File: src/rtl/fpu_sched_pkg.sv
// rtl/fpu_sched_pkg.sv - shared types, functop codes and latency classes for the FPU writeback scheduler
package fpu_sched_pkg;

    localparam int MAX_LAT = 3;
    localparam int NREG    = 64;

    localparam logic [5:0] FADD  = 6'b010000;
    localparam logic [5:0] FSUB  = 6'b010001;
    localparam logic [5:0] FMUL  = 6'b010010;
    localparam logic [5:0] FDIV  = 6'b010011;
    localparam logic [5:0] FSQRT = 6'b010100;
    localparam logic [5:0] FMIN  = 6'b010110;
    localparam logic [5:0] FMAX  = 6'b010111;
    localparam logic [5:0] FLT   = 6'b011001;
    localparam logic [5:0] FLE   = 6'b011010;
    localparam logic [5:0] ITOF  = 6'b011110;
    localparam logic [5:0] FTOI  = 6'b011111;

    typedef struct packed {
        logic       v;
        logic [5:0] rd;
        logic       we;
        logic [5:0] op;
    } slot_t;

    function automatic logic [1:0] lat_of(input logic [5:0] op);
        case (op)
            FDIV:                               lat_of = 2'd3;
            FADD, FSUB, FMUL, FSQRT:            lat_of = 2'd2;
            FMIN, FMAX, FLT, FLE, ITOF, FTOI:   lat_of = 2'd1;
            default:                            lat_of = 2'd0;
        endcase
    endfunction

endpackage

File: src/rtl/fpu_scoreboard.sv
// rtl/fpu_scoreboard.sv - per-register busy bits with set/clear and rs1/rs2/rd hazard lookup
module fpu_scoreboard
    import fpu_sched_pkg::*;
#(
    parameter int NREG_P = NREG
) (
    input  logic              clk,
    input  logic              rst,
    input  logic              set_en,
    input  logic [5:0]        set_rd,
    input  logic              clr_en,
    input  logic [5:0]        clr_rd,
    input  logic [5:0]        rs1,
    input  logic [5:0]        rs2,
    input  logic [5:0]        rd,
    input  logic              chk_rd,
    output logic              haz,
    output logic [NREG_P-1:0] busy_vec
);

    logic [NREG_P-1:0] busy_q;
    logic [NREG_P-1:0] busy_d;

    // Set is applied after clear so a same-cycle set on a retiring register wins.
    always_comb begin
        busy_d = busy_q;
        if (clr_en) busy_d[clr_rd] = 1'b0;
        if (set_en) busy_d[set_rd] = 1'b1;
        busy_d[0] = 1'b0;
    end

    // Lookup uses the registered vector: a dependent op waits one cycle past retirement.
    always_comb begin
        haz = busy_q[rs1] | busy_q[rs2] | (chk_rd & busy_q[rd]);
    end

    always_ff @(posedge clk) begin
        if (rst) busy_q <= '0;
        else     busy_q <= busy_d;
    end

    assign busy_vec = busy_q;

endmodule

File: src/rtl/fpu_wb_scheduler.sv
// rtl/fpu_wb_scheduler.sv - pipelined issue with slot-reservation ring and single writeback port
module fpu_wb_scheduler
    import fpu_sched_pkg::slot_t;
    import fpu_sched_pkg::lat_of;
#(
    parameter int MAX_LAT = fpu_sched_pkg::MAX_LAT,
    parameter int NREG    = fpu_sched_pkg::NREG
) (
    input  logic            clk,
    input  logic            rst,
    input  logic            issue_valid,
    input  logic [5:0]      issue_op,
    input  logic [5:0]      issue_rd,
    input  logic            issue_we,
    input  logic [5:0]      issue_rs1,
    input  logic [5:0]      issue_rs2,
    output logic            issue_ready,
    output logic            wb_valid,
    output logic [5:0]      wb_rd,
    output logic [5:0]      wb_op,
    output logic [NREG-1:0] busy_vec
);

    slot_t [MAX_LAT-1:0] sr_q;
    slot_t [MAX_LAT-1:0] sr_d;

    logic [1:0] lat;
    logic       conflict;
    logic       haz;
    logic       fire;
    logic       sb_set;
    logic       sb_clr;

    assign lat = lat_of(issue_op);

    // Latency L lands in sr[L-1] next cycle, i.e. collides with whatever now sits in sr[L].
    always_comb begin
        conflict = 1'b0;
        if (lat == 2'd0) conflict = sr_q[0].v;
        for (int i = 1; i < MAX_LAT; i++) begin
            if (int'(lat) == i) conflict = sr_q[i].v;
        end
    end

    assign issue_ready = ~conflict & ~haz;
    assign fire        = issue_valid & issue_ready;

    always_comb begin
        for (int i = 0; i < MAX_LAT - 1; i++) sr_d[i] = sr_q[i + 1];
        sr_d[MAX_LAT-1] = '0;
        for (int i = 0; i < MAX_LAT; i++) begin
            if (fire && int'(lat) == i + 1) begin
                sr_d[i] = '{v: 1'b1, rd: issue_rd, we: issue_we, op: issue_op};
            end
        end
    end

    always_ff @(posedge clk) begin
        if (rst) sr_q <= '0;
        else     sr_q <= sr_d;
    end

    always_comb begin
        if (fire && lat == 2'd0) begin
            wb_valid = 1'b1;
            wb_rd    = issue_rd;
            wb_op    = issue_op;
        end else begin
            wb_valid = sr_q[0].v & sr_q[0].we;
            wb_rd    = sr_q[0].rd;
            wb_op    = sr_q[0].op;
        end
    end

    assign sb_set = fire & (lat != 2'd0) & issue_we & (issue_rd != 6'd0);
    assign sb_clr = sr_q[0].v & sr_q[0].we;

    fpu_scoreboard #(.NREG_P(NREG)) u_scoreboard (
        .clk      (clk),
        .rst      (rst),
        .set_en   (sb_set),
        .set_rd   (issue_rd),
        .clr_en   (sb_clr),
        .clr_rd   (sr_q[0].rd),
        .rs1      (issue_rs1),
        .rs2      (issue_rs2),
        .rd       (issue_rd),
        .chk_rd   (issue_we),
        .haz      (haz),
        .busy_vec (busy_vec)
    );

endmodule

File: config.mk
export PLATFORM = sky130hd
export DESIGN_NAME = fpu_wb_scheduler
export DESIGN_NICKNAME = d
export VERILOG_FILES = /design/src/rtl/fpu_sched_pkg.sv /design/src/rtl/fpu_scoreboard.sv /design/src/rtl/fpu_wb_scheduler.sv
export SDC_FILE = /design/constraint.sdc
export NUM_CORES = 1
export LEC_CHECK = 0
export ABC_AREA = 1
export ABC_CLOCK_PERIOD_IN_PS = 4380
export CORE_ASPECT_RATIO = 1.75
export CORE_UTILIZATION = 59
export CTS_CLUSTER_DIAMETER = 100
export DETAILED_ROUTE_END_ITERATION = 10
export PLACE_DENSITY = 0.95
export SETUP_SLACK_MARGIN = 0.3
export SLEW_MARGIN = 20
export SYNTH_ARGS = -nofsm -noshare
export SYNTH_HDL_FRONTEND = slang
export SYNTH_SLANG_ARGS = --single-unit
File: constraint.sdc
create_clock -name clk -period 4.38 [get_ports clk]
set_clock_uncertainty 0.05 [all_clocks]
set_input_delay 0.876 -clock clk [delete_from_list [all_inputs] [get_ports clk]]
set_output_delay 0.876 -clock clk [all_outputs]
set_load 0.05 [all_outputs]
==> reports/qor.yml, run 1 <==
drtIter0Drc: 1283
die_x_um: 83.6
via_per_inst: 6.35
nNetsFinal: 1297
synth_warnings: 0
setup_ws_ns: 0.330
grt_pass1_wl_um: 39500
synthArstFlopShare_pct: 0
peakVddDrop_v: 0.000263
synth_seq_cells: 105
core_area_um2: 11200
grt_pass1_vias: 7966
via_count: 8911
fin_cells: 1404
rsz0062_at_grt: "no"
clock-root-buffer: "clkbuf_16"
worst_slew_pin_slew_ns: 0.888
synth_top_area_share_pct: 30.6
hold_path_class: "flip-flop to flip-flop"
setup_viol: 0
end_kind: "output pin"
critPathTopFamily: "simple AND/OR/NAND/NOR gates"
fmax_ghz: 0.247
row_count: 51
post-place-ws_ns: -0.0336
place_hpwl_um: 17300
syn_area_um2: 6880
htreeDepth: 3
wire_per_inst_um: 18.6
boundaryPins: 106
period_share_pct: 92.5
cts_tree: "built"
status: "finished, final reports clean"
grt_max_degree: 87
overflow: 0
track_usage_pct: 41.2
max_stage_delay_ns: 0.27
syn_area_per_cell_um2: 5.84
syn2layout_area_growth_pct: 25.8
finalWeightedCongestion: 1.03
clock-sinks: 105
start_util_pct: 61.2
design_area_um2: 8650
setup_tns_ns: 0
n_antenna_cell: 0
ys_types: 26
die_h_um: 145
cp-start-kind: "primary input"
synthFlopType: "dfxtp_1"
utilization_pct: 77.0
antenna_found_initial: 0
placed_cells: 1377
cts_buffer_depth: 2
drv_slew: 0
synthCells: 1177
routed_wl_um: 26100
maxCapViolations: 0
synth_common_cells: "nand2_1, nand3_1, nor2_1, dfxtp_1, inv_1"
drive_above_1_share_pct: 9.59
cp_slowest_cell: "ha_1"
yosys.area.top_type: "dfxtp_1"
die-area_um2: 12100
power.density_nw_per_um2: 255
period_needed_ns: 4.05
required_ns: 3.45
synth_top_cells_by_area: "dfxtp_1, nand2_1, nand3_1"
relSlewSlack_pct: 40.8
crit_arrival_ns: 3.12
placed_cell_area_um2: 8130
crit_path_cell_trace: "clkdlybuf4s15_1, inv_2, ha_1, nand2_1, nand3_2, nand2_2, nand2_2, inv_1, nand2_1, nand2_1, a21oi_2, nand3_2, nor2_4, nand2_2, nor2_4, buf_6, nand2_1, o21ai_2, buf_12"
port_buffers: 104
cts_inserted_buffers: 9
ant_nets: 0
crit_top_cell: "nand2_1"
yosysMostFrequentCell: "nand2_1"
clock_latency_ns: 0.35
worst-path-buf-inv: 5
seq_area_frac_synth_pct: 30.6
cp_max_fo: 6
worst-setup-path-type: "primary input to output pin"
clkTransAtPathRegs_ns: 0.06
synth_edf_count: 0
hold_violations: 0
p_leak_nw: 3.60
route.detailed.drc: 0
drtPass1Iterations: 7
report_power, final:
part           switching, W  internal [W]  total (W)  leakage, nW
Clock              0.000353      0.000443   0.000796        0.139
Combinational      0.000303      0.000145   0.000448         2.62
Sequential       0.00000339      0.000960   0.000964        0.847
timing repair:
action	in CTS	in global routing
pin swaps	4	7
gates cloned	1	2
endpoints found under the setup margin	13	13
hold buffers	0	0
endpoints found under the hold margin	0	0
setup buffers	2	6
resized for setup	30	39
worst paths after layout:
path                                       start                   to  slack, ns  cells after the start
max reg2reg  u_scoreboard.busy_vec[9]$_SDFF_PP0_  sr_q[20]$_SDFF_PP0_       1.37                     18
min reg2reg                  sr_q[19]$_SDFF_PP0_   sr_q[5]$_SDFF_PP0_       0.38                      2
min                          sr_q[19]$_SDFF_PP0_   sr_q[5]$_SDFF_PP0_       0.38                      2
max                                  issue_op[0]             wb_rd[2]       0.33                     19
cell type report:
cell class	count	area (um^2)
multi-input cells	890	4060
clock inverters	5	56.3
flip-flops and latches	105	2100
repair inverters	1	7.51
fillers	811	2580
repair buffers	152	1600
inverters	108	424
clock buffers	11	233
well taps	132	165
layer usage:
metal	up-vias	wire length (um)	global-route usage (%)	part of all wire [%]
met4	0	2350	32.5	9.0
met1	3935	8500	44.0	33
met5	-	0	0	0
met3	218	2570	6.75	9.9
met2	732	12700	72.0	49
li1	4026	-	-	-
flip-flops by register name, indices dropped and copies added, names as in the netlist:
| signal | flops |
|---|---|
| sr_q | 42 |
| u_scoreboard.busy_vec | 63 |
cell usage in the layout (no fill, tap or decap), types with 3 or more instances in the layout:
| master | count |
|---|---|
| a21oi_1 | 74 |
| buf_12 | 16 |
| buf_2 | 3 |
| buf_4 | 35 |
| buf_6 | 10 |
| clkbuf_16 | 9 |
| clkdlybuf4s15_1 | 4 |
| clkdlybuf4s50_1 | 74 |
| clkinvlp_4 | 3 |
| conb_1 | 3 |
| dfxtp_1 | 105 |
| dlymetal6s2s_1 | 7 |
| inv_1 | 91 |
| inv_2 | 9 |
| inv_4 | 4 |
| nand2_1 | 387 |
| nand2_2 | 7 |
| nand3_1 | 125 |
| nand3_2 | 4 |
| nand4_1 | 86 |
| nor2_1 | 105 |
| nor2_4 | 3 |
| nor3_1 | 4 |
| nor3_2 | 4 |
| o21ai_0 | 73 |
| o21ai_2 | 6 |
cell families (layout without fill, tap and decap cells):
family | count (synthesis) | count (layout) | synth area share (%)
compound gates | 159 | 159 | 11.7
fa+ha+maj | 2 | 2 | 0.364
buf+inv | 184 | 277 | 11.7
flops | 105 | 105 | 30.6
other cells | 1 | 3 | 0.0545
simple gates | 726 | 726 | 45.7
worst register-to-register path, stage by stage (launching register included):
cell,delay (ns)
dfxtp_1,0.41
nand2_1,0.10
nand3_1,0.08
nand3_1,0.10
nand2_1,0.08
nand2_1,0.07
nand3_1,0.08
nand3_1,0.10
nand2_1,0.10
clkinv_1,0.06
nand2_1,0.07
nor2_4,0.11
buf_4,0.15
buf_4,0.65
nand3_2,0.25
buf_4,0.24
nand2_1,0.07
inv_1,0.05
nor2_1,0.12
per-stage QoR:
stage / power (W) / hold slack, ns
finish: 0.00221 / 0.379
global route: 0.00226 / 0.400
CTS: 0.00217 / 0.378
detailed placement: 0.00139 / 0.367
global placement: 0.00139 / 0.367
floorplan: 0.00125 / 0.353
Power figures use the tool's default switching activity.
==> inputs of run 2 (changes only) <==
--- a/config.mk
+++ b/config.mk
@@ -8,7 +8,8 @@
 export ABC_AREA = 1
 export ABC_CLOCK_PERIOD_IN_PS = 4380
 export CORE_ASPECT_RATIO = 1.75
-export CORE_UTILIZATION = 59
+export CORE_UTILIZATION = 61
+export CTS_BUF_LIST = sky130_fd_sc_hd__clkbuf_8
 export CTS_CLUSTER_DIAMETER = 100
 export DETAILED_ROUTE_END_ITERATION = 10
 export PLACE_DENSITY = 0.95
==> constraint.sdc (replaced) <==
create_clock -name clk -period 4.38 [get_ports clk]
set_clock_uncertainty 0.05 [all_clocks]
set_input_delay 1.314 -clock clk [delete_from_list [all_inputs] [get_ports clk]]
set_output_delay 1.314 -clock clk [all_outputs]
set_load 0.05 [all_outputs]
==> run 2 against run 1 <==
The run now fails in global routing. Synthesized cell count stayed put. Area after synthesis unchanged.
==> reports/qor.yml, run 2 <==
synth_top_cells_by_area: "dfxtp_1, nand2_1, nand3_1"
synthCells: 1177
post-place-ws_ns: -0.797
clock-sinks: 105
synthFlopType: "dfxtp_1"
port_buffers: 104
cts_buffer_depth: 2
overflow: 1
yosysMostFrequentCell: "nand2_1"
grt_pass1_wl_um: 52400
failed_stage: "global routing"
syn_area_per_cell_um2: 5.84
synth_edf_count: 0
grt_max_degree: 87
clock-root-buffer: "clkbuf_8"
place_hpwl_um: 18800
ys_types: 26
grt_pass1_vias: 9410
start_util_pct: 62.3
synth_common_cells: "nand2_1, nand3_1, nor2_1, dfxtp_1, inv_1"
cts-hold-fix-buffers: 0
synth_warnings: 0
track_usage_pct: 60.2
synthArstFlopShare_pct: 0
die_h_um: 142
die_x_um: 82.3
row_count: 51
finalWeightedCongestion: 0.983
status: "did not finish"
cts_inserted_buffers: 9
boundaryPins: 106
seq_area_frac_synth_pct: 30.6
htreeDepth: 3
yosys.area.top_type: "dfxtp_1"
synth_seq_cells: 105
synth_top_area_share_pct: 30.6
firstError: "[ERROR GRT-0116] Global routing finished with congestion. Check the congestion regions in the DRC Viewer."
syn_area_um2: 6880
-- run 2: cell counts after synthesis --
Identical to the previous run, type by type.
-- run 2: cell families after synthesis --
| logic type | count (synthesis) | synth area share (%) |
|---|---|---|
| other cells | 1 | 0.0545 |
| simple gates | 726 | 45.7 |
| compound gates | 159 | 11.7 |
| buf+inv | 184 | 11.7 |
| fa+ha+maj | 2 | 0.364 |
| flops | 105 | 30.6 |
-- run 2: layer usage --
metal  track usage, %  overflow
met5            0.952         0
met3             36.6         0
met2             80.0         0
met1             63.4         0
met4             56.1         1
-- run 2: repair_timing --
item | in CTS
endpoints found under the setup margin | 43
cloned | 8
gates resized for setup | 91
pin swaps | 11
buffers inserted | 12
-- run 2: per-stage QoR --
| stage | instance area, um^2 | util, % | TNS [ns] | hold slack, ns | cells |
|---|---|---|---|---|---|
| floorplan | 7290 | - | -1.07 | 0.353 | 1179 |
| global placement | 8830 | 80.0 | -12.96 | 0.371 | 1412 |
| detailed placement | 8830 | 80.0 | -14.42 | 0.380 | 1412 |
| CTS | 9400 | 85.1 | -4.05 | 0.396 | 1448 |
==> inputs of run 3 (changes only) <==
--- a/config.mk
+++ b/config.mk
@@ -7,13 +7,9 @@
 export LEC_CHECK = 0
 export ABC_AREA = 1
 export ABC_CLOCK_PERIOD_IN_PS = 4380
-export CORE_ASPECT_RATIO = 1.75
-export CORE_UTILIZATION = 61
-export CTS_BUF_LIST = sky130_fd_sc_hd__clkbuf_8
-export CTS_CLUSTER_DIAMETER = 100
+export CORE_UTILIZATION = 40
 export DETAILED_ROUTE_END_ITERATION = 10
-export PLACE_DENSITY = 0.95
-export SETUP_SLACK_MARGIN = 0.3
+export PLACE_DENSITY_LB_ADDON = 0.15
 export SLEW_MARGIN = 20
 export SYNTH_ARGS = -nofsm -noshare
 export SYNTH_HDL_FRONTEND = slang
==> run 3 against run 2 <==
The flow now finishes, with violations (setup timing).
==> reports/qor.yml, run 3 (synthesis gave the netlist of run 1 again) <==
drtIter0Drc: 866
placed_cell_area_um2: 8910
peakVddDrop_v: 0.000179
cp_max_fo: 9
p_leak_nw: 3.93
final_cell_mix: "nand2_1, nand3_1, dfxtp_1"
grt_max_degree: 87
worst_slew_pin_slew_ns: 0.962
track_usage_pct: 30.4
nNetsFinal: 1348
clock_latency_ns: 0.36
place_hpwl_um: 18300
htreeDepth: 3
setup_tns_ns: -5.35
via_per_inst: 5.58
clock-root-buffer: "clkbuf_16"
start_util_pct: 41.2
die_h_um: 133
port_buffers: 104
clock-sinks: 105
setup_viol: 13
drv_slew: 0
drtPass1Iterations: 5
cts_inserted_buffers: 9
setup_ws_ns: -0.447
core_area_um2: 16700
cts_buffer_depth: 2
syn2layout_area_growth_pct: 40.5
relSlewSlack_pct: 35.8
die_x_um: 133
worst-setup-path-type: "primary input to output pin"
cp-start-kind: "primary input"
wire_per_inst_um: 17.6
n_antenna_cell: 0
drive_above_1_share_pct: 15.9
required_ns: 3.02
row_count: 47
end_kind: "output pin"
die-area_um2: 17700
grt_pass1_wl_um: 42200
period_needed_ns: 4.83
maxCapViolations: 0
clkTransAtPathRegs_ns: 0.07
crit_arrival_ns: 3.46
power.density_nw_per_um2: 244
via_count: 8615
final_common_cell: "nand2_1"
route.detailed.drc: 0
violations: "setup timing"
cts_tree: "built"
design_area_um2: 9660
ant_nets: 0
grt_pass1_vias: 7635
hold_violations: 0
largest_reg_flops: 63
holdWs_ns: 0.381
cts-hold-fix-buffers: 0
routed_wl_um: 27100
hold_path_class: "flip-flop to flip-flop"
antenna_found_initial: 0
period_share_pct: 110
boundaryPins: 106
status: "complete, but fails checks"
overflow: 0
rsz0062_at_grt: "yes"
fmax_ghz: 0.207
finalWeightedCongestion: 0.948
[run 3: area by class of cell]
type                       count  area [um^2]
clock inverter                 7         76.3
fill                        1642         7040
sequential                   105         2100
timing repair buffer         202         2140
clock buffer                   9          225
tap                          220          275
multi-input combinational    890         4380
inverter                     108          445
timing repair inverter         2         15.0
[run 3: worst max-delay path, stage by stage]
cell	delay (ns)
buf_8	0.14
clkbuf_16	0.17
nand2_1	0.09
nand2_1	0.08
nand2_1	0.06
nand2_1	0.05
nand2_1	0.05
nand2_1	0.08
nand2_1	0.06
nand2_1	0.05
nor2_1	0.10
nand2_1	0.07
nand2_2	0.08
nand2_2	0.07
nor2_4	0.15
nand2_2	0.10
nor2_4	0.19
buf_12	0.16
buf_12	0.14
nand2_8	0.06
nand2_8	0.06
buf_12	0.13
[run 3: stage by stage]
stage	setup WS, ns	total power (W)	std cells	utilization [%]
detailed placement	-1.01	0.00148	1504	53.4
floorplan	-0.113	0.00130	1179	-
global route	-0.612	0.00244	1543	57.9
finish	-0.447	0.00236	1543	57.9
CTS	-0.416	0.00234	1538	57.2
global placement	-1.01	0.00148	1504	53.4
[run 3: final timing paths]
check | slack [ns] | cells past startpoint | startpoint | end
setup reg to reg | 1.34 | 20 | u_scoreboard.busy_vec[52]$_SDFF_PP0_ | sr_q[2]$_SDFF_PP0_
hold / removal | 0.38 | 2 | sr_q[19]$_SDFF_PP0_ | sr_q[5]$_SDFF_PP0_
setup / recovery | -0.45 | 22 | issue_rd[0] | wb_op[1]
hold reg to reg | 0.38 | 2 | sr_q[19]$_SDFF_PP0_ | sr_q[5]$_SDFF_PP0_
[run 3: what timing repair did]
item | in CTS | in global routing
resized for setup | 98 | 23
pin swaps | 21 | 17
setup endpoints to repair | 39 | 14
setup buffers | 14 | 4
cloned | 5 | 2
[run 3: where the power goes]
group / switching (W) / internal (W) / total [W]
combinational: 0.000342 / 0.000218 / 0.000560
clock: 0.000386 / 0.000448 / 0.000834
sequential: 0.00000312 / 0.000960 / 0.000963
total: 0.000732 / 0.00163 / 0.00236
[run 3: routing by layer]
metal / vias up / part of all wire [%] / global-route usage, % / wire (um)
li1: 4131 / - / - / -
met1: 3928 / 42 / 40.7 / 11300
met2: 471 / 45 / 48.1 / 12200
met3: 85 / 8.7 / 4.26 / 2370
met4: 0 / 4.4 / 14.8 / 1200
met5: - / 0 / 0 / 0
